==> src/rtl/lcd_text_ctrl.sv <==
// HD44780 character-LCD controller: ROWS x COLS framebuffer, power-on init, endless panel refresh.
// Latency: host write visible on the next refresh of that cell; first strobe PWR_WAIT_CYC+SETUP_CYC after reset.
// Backpressure: busy=1 during a clear sweep, host writes and clear requests are dropped meanwhile.
module lcd_text_ctrl #(
  parameter int COLS         = 16,
  parameter int ROWS         = 2,
  parameter int SETUP_CYC    = 2,
  parameter int E_CYC        = 12,
  parameter int HOLD_CYC     = 2,
  parameter int CMD_WAIT_CYC = 2000,
  parameter int CLR_WAIT_CYC = 82000,
  parameter int PWR_WAIT_CYC = 750000,
  parameter int AW           = $clog2(ROWS*COLS)
) (
  input  logic          clk,
  input  logic          resetn,
  input  logic          wr_en,
  input  logic [AW-1:0] wr_addr,
  input  logic [7:0]    wr_data,
  input  logic          clr_req,
  output logic          busy,
  output logic          init_done,
  output logic          frame_tick,
  output logic          lcdrs,
  output logic          lcdrw,
  output logic          lcde,
  output logic [7:0]    lcddata
);

  localparam int NCHR = ROWS*COLS;
  localparam int IW   = $clog2(NCHR);
  // One counter serves every phase, so it is sized for the sum of all phase lengths.
  localparam int CW   = $clog2(PWR_WAIT_CYC + CLR_WAIT_CYC + CMD_WAIT_CYC +
                               SETUP_CYC + E_CYC + HOLD_CYC + 1);

  typedef enum logic [1:0] {T_PWR, T_INIT, T_REFR} top_t;
  typedef enum logic [1:0] {P_SETUP, P_STROBE, P_HOLD, P_WAIT} ph_t;

  logic [7:0]    fb [NCHR];
  logic [IW-1:0] clr_addr;
  logic          host_wr;

  top_t          top, nxt_top;
  ph_t           ph, nxt_ph;
  logic [CW-1:0] cnt, nxt_cnt, len_m1;
  logic [2:0]    step, nxt_step;
  logic [1:0]    row, nxt_row;
  logic [4:0]    col, nxt_col;   // 0 = row address command, 1..COLS = characters
  logic          load, init_end, frame_end;
  logic          xfer_rs;
  logic [7:0]    xfer_dat;
  logic [IW-1:0] rd_idx;

  assign lcdrw   = 1'b0;
  assign host_wr = wr_en && !busy && !clr_req && (int'(wr_addr) < NCHR);

  // Clear sweep control: one location per cycle, restarted by reset or an idle-time clr_req.
  always_ff @(posedge clk) begin
    if (resetn) begin
      busy     <= 1'b1;
      clr_addr <= '0;
    end else if (busy) begin
      clr_addr <= clr_addr + IW'(1);
      if (clr_addr == IW'(NCHR-1)) busy <= 1'b0;
    end else if (clr_req) begin
      busy     <= 1'b1;
      clr_addr <= '0;
    end
  end

  // Framebuffer write port, shared by the sweep and the host (sweep has priority).
  always_ff @(posedge clk) begin
    if (!resetn) begin
      if (busy)         fb[clr_addr]         <= 8'h20;
      else if (host_wr) fb[wr_addr[IW-1:0]]  <= wr_data;
    end
  end

  // State register: top sequencer, transfer phase, phase counter and position.
  always_ff @(posedge clk) begin
    if (resetn) begin
      top  <= T_PWR;
      ph   <= P_SETUP;
      cnt  <= '0;
      step <= '0;
      row  <= '0;
      col  <= '0;
    end else begin
      top  <= nxt_top;
      ph   <= nxt_ph;
      cnt  <= nxt_cnt;
      step <= nxt_step;
      row  <= nxt_row;
      col  <= nxt_col;
    end
  end

  // Next state: each phase lasts its length, the end of WAIT selects the next transfer.
  always_comb begin
    nxt_top   = top;
    nxt_ph    = ph;
    nxt_cnt   = cnt + CW'(1);
    nxt_step  = step;
    nxt_row   = row;
    nxt_col   = col;
    load      = 1'b0;
    init_end  = 1'b0;
    frame_end = 1'b0;
    len_m1    = CW'(CMD_WAIT_CYC-1);
    if (top == T_PWR) begin
      len_m1 = CW'(PWR_WAIT_CYC-1);
    end else begin
      case (ph)
        P_SETUP:  len_m1 = CW'(SETUP_CYC-1);
        P_STROBE: len_m1 = CW'(E_CYC-1);
        P_HOLD:   len_m1 = CW'(HOLD_CYC-1);
        default:  len_m1 = (top == T_INIT && step == 3'd5) ? CW'(CLR_WAIT_CYC-1)
                                                           : CW'(CMD_WAIT_CYC-1);
      endcase
    end
    if (cnt == len_m1) begin
      nxt_cnt = '0;
      if (top == T_PWR) begin
        nxt_top  = T_INIT;
        nxt_ph   = P_SETUP;
        nxt_step = '0;
        load     = 1'b1;
      end else begin
        case (ph)
          P_SETUP:  nxt_ph = P_STROBE;
          P_STROBE: nxt_ph = P_HOLD;
          P_HOLD:   nxt_ph = P_WAIT;
          default: begin
            nxt_ph = P_SETUP;
            load   = 1'b1;
            if (top == T_INIT) begin
              if (step == 3'd6) begin
                nxt_top  = T_REFR;
                nxt_row  = '0;
                nxt_col  = '0;
                init_end = 1'b1;
              end else begin
                nxt_step = step + 3'd1;
              end
            end else if (col == 5'(COLS)) begin
              nxt_col = '0;
              if (row == 2'(ROWS-1)) begin
                nxt_row   = '0;
                frame_end = 1'b1;
              end else begin
                nxt_row = row + 2'd1;
              end
            end else begin
              nxt_col = col + 5'd1;
            end
          end
        endcase
      end
    end
  end

  // Outputs: strobe decode, and the value of the transfer about to enter SETUP.
  always_comb begin
    lcde     = (top != T_PWR) && (ph == P_STROBE);
    xfer_rs  = 1'b0;
    xfer_dat = 8'h00;
    rd_idx   = '0;
    if (nxt_top == T_INIT) begin
      case (nxt_step)
        3'd0, 3'd1, 3'd2, 3'd3: xfer_dat = 8'h38;
        3'd4:                   xfer_dat = 8'h0C;
        3'd5:                   xfer_dat = 8'h01;
        default:                xfer_dat = 8'h06;
      endcase
    end else if (nxt_col == 5'd0) begin
      case (nxt_row)
        2'd0:    xfer_dat = 8'h80;
        2'd1:    xfer_dat = 8'hC0;
        2'd2:    xfer_dat = 8'h94;
        default: xfer_dat = 8'hD4;
      endcase
    end else begin
      rd_idx   = IW'(int'(nxt_row)*COLS + int'(nxt_col) - 1);
      xfer_rs  = 1'b1;
      xfer_dat = fb[rd_idx];
    end
  end

  // Bus and status registers: bus value changes only when a transfer enters SETUP.
  always_ff @(posedge clk) begin
    if (resetn) begin
      lcdrs      <= 1'b0;
      lcddata    <= 8'h00;
      init_done  <= 1'b0;
      frame_tick <= 1'b0;
    end else begin
      frame_tick <= frame_end;
      if (init_end) init_done <= 1'b1;
      if (load) begin
        lcdrs   <= xfer_rs;
        lcddata <= xfer_dat;
      end
    end
  end

endmodule

==> config.mk <==
export PLATFORM = sky130hd
export DESIGN_NAME = lcd_text_ctrl
export DESIGN_NICKNAME = d
export VERILOG_FILES = /design/src/rtl/lcd_text_ctrl.sv
export SDC_FILE = /design/constraint.sdc
export NUM_CORES = 1
export LEC_CHECK = 0
export ABC_AREA = 0
export BUFFER_PORTS_ARGS = -buffer_cell sky130_fd_sc_hd__buf_2
export CORE_MARGIN = 4
export CORE_UTILIZATION = 45
export DETAILED_ROUTE_END_ITERATION = 8
export GPL_ROUTABILITY_DRIVEN = 0
export SLEW_MARGIN = 10
export SYNTH_ARGS = -nofsm -noshare
export SYNTH_HDL_FRONTEND = slang
export SYNTH_SLANG_ARGS = --single-unit
==> constraint.sdc <==
create_clock -name clk -period 5.6 [get_ports clk]
set_input_delay 0 -clock clk [delete_from_list [all_inputs] [get_ports clk]]
set_output_delay 0 -clock clk [all_outputs]
set_load 0.03 [all_outputs]
==> reports/results.txt <==
Starting DRT DRC Count = 756
Clk_lat worst skew = 570 ps
Tmin final = 5125 ps
Pwr Density = 329.6 mW/mm^2
Initial Utilization = 45.79%
Mapped Cells = 884
Mapped cell area = 0.01322 mm^2
Mapped Nets = 918
Library cells used by synthesis = 77
CTS tree = done
Setup_tns = 0 ps
P_leak = 5.387 nW
Fmax = 0.1951 GHz
Worst hold path type = in -> reg
Worst EP arrival = 5610 ps
Worst Tran Pin Value = 1170 ps
Final Max Slew Viols = 0
Slew HR = 21.99%
Max-cap viol count = 0
Clk sinks = 307
Avg WL per Cell = 22.25 um
Kind of critical path = reg -> reg
H-tree levels = 1
Pin count of the biggest net entering global routing = 36
Area contributors post-synth = edfxtp_1, mux4_2, dfxtp_1, nor2_1, mux2i_1
DRT Wirelength = 29.42 mm
Total number of vias = 7587
CP Capture Type = flip-flop
DRC errors left = 0
DP Area = 0.01375 mm^2
CP Max Fanout = 18
Die extent in x = 179.4 um
Ant diodes = 0
Port-buffer cells = 29
Final instance area = 0.01486 mm^2
Ys async rst share = 0%
Count leader, synth = edfxtp_1
Maximum VDD drop = 226.0 uV
Die ar. = 0.03217 mm^2
Final Hold Viols = 0
First-pass iteration count of the detailed router = 5
Run status = complete, no violations
Tot GR Track Use = 18.53%
Ys flop type = edfxtp_1
Worst Skew = 13.26 ps
CORE AREA = 0.02886 mm^2
Leading area contributor after synthesis = edfxtp_1
Layout cell share with drive strength beyond 1 = 18.66%
Post-CTS Setup Inserts = 0
Vias per cell = 5.739
Worst-path clk slew = 60 ps
CP startpoint kind = flip-flop
First-pass GRT wire length = 44.90 mm
Grt ovf = 0
Final setup violation count = 0
Vias in the first global route = 7294
Layout Area Growth over Synthesis = 12.46%
Post-synth top cells = edfxtp_1, nor2_1, mux4_2
Syn Area/Cell = 14.95 um^2
Warnings, synthesis = 0
Dpl hpwl = 19.63 mm
CTS root buf = clkbuf_16
Sequential area share after synthesis = 65.90%
# rows = 62
Unrepaired setup endpoints after global routing = false
Layout Nets = 947
Initial antenna violation count = 0
I/O pins = 31
Crit share post-route = 91.52%
Yosys top cell area share = 58.17%
Clock Tree Buf Depth = 3
Synth Register Bits = 307
Num CTS Buffers = 31
Post-synth EDFFs = 256
Critical Path RT = 6090 ps
Die Ht = 179.4 um
Post-DRT Antenna Nets = 0
## cell families (layout without fill, tap and decap cells)
group / count (synthesis) / in the layout / share of synthesized area (%)
multiplexers: 84 / 84 / 11.79
adder cells (fa/ha/maj): 17 / 17 / 1.610
AO/OA/AOI/OAI: 114 / 114 / 6.363
XOR/XNOR: 26 / 26 / 2.206
AND/OR/NAND/NOR: 271 / 271 / 10.03
flip-flops: 307 / 307 / 65.90
other: 1 / 1 / 0.02838
buffers and inverters: 64 / 118 / 2.083
## registers in the layout (all words and copies together) (netlist names)
| signal | flops |
|---|---|
| fb | 256 |
| cnt | 20 |
| lcddata | 8 |
| clr_addr | 5 |
| col | 5 |
| step | 3 |
| ph | 2 |
| row | 2 |
| top | 2 |
| busy | 1 |
| frame_tick | 1 |
| init_done | 1 |
| lcdrs | 1 |
## critical path, stage by stage (launching register included)
cell      delay [ps]
dfxtp_1          630
nor2_2           210
or4_1            430
a22oi_1          350
nand4_4          320
or2_0            430
a22o_2           330
inv_2            120
xnor2_1           80
ha_1             230
a21oi_4          220
xor2_4           690
mux2i_1          170
mux2_1           370
o22a_1           270
a211oi_2         170
## per-stage QoR
step	power (mW)	setup slack (ps)	hold slack (ps)	util, %	std cells
after detailed placement	2.830	399.9	401.8	47.66	1260
after CTS	4.932	393.5	87.34	51.37	1321
final	4.898	475.1	27.04	51.50	1322
after global placement	2.829	606.8	411.5	47.66	1260
after floorplan	2.745	581.0	212.3	-	884
after global routing	5.053	160.1	36.81	51.50	1322
## cell type report
type | count | area, um^2
clock buffer | 37 | 798.3
fill | 2407 | 14000
clock inverter | 21 | 242.7
tap | 384 | 480.5
sequential | 307 | 8708
timing repair buffer | 44 | 310.3
multi-input combinational | 513 | 4262
inverter | 16 | 60.06
## metal layers
metal	wire (um)	vias up	track usage, %
li1	-	3453	-
met1	13240	3852	28.22
met2	13560	248	29.01
met3	2171	34	2.434
met4	447	0	3.840
met5	0	-	0
## worst paths after layout
check / start / end / slack [ps] / depth (start not counted)
worst max-delay path: top[0]$_SDFF_PP0_ / lcddata[5]$_SDFFE_PP0P_ / 480 / 15
worst min-delay path: wr_data[0] / fb[8][0]$_DFFE_PP_ / 30 / 2
worst max register to register: top[0]$_SDFF_PP0_ / lcddata[5]$_SDFFE_PP0P_ / 480 / 15
worst min register to register: lcdrs$_SDFFE_PP0P_ / lcdrs$_SDFFE_PP0P_ / 460 / 2
## what timing repair did
action                                  4_1_cts  5_1_grt
endpoints found under the setup margin        0        1
endpoints found under the hold margin        22        0
gates resized for setup                       0        1
hold buffers                                  3        0
## power by group
part	switching [mW]	internal, mW
Clock	0.860	1.25
Sequential	0.00883	2.46
Combinational	0.210	0.115
## layout by cell type (no fill, tap or decap), types with 18 or more instances in the layout
cell / instances
a21oi_1: 31
buf_2: 29
clkbuf_16: 31
dfxtp_1: 51
edfxtp_1: 256
mux2i_1: 24
mux4_2: 57
nand2_1: 51
nand2b_1: 19
nand3_1: 18
nor2_1: 101
Note: power is estimated with default switching activity, not from simulation.
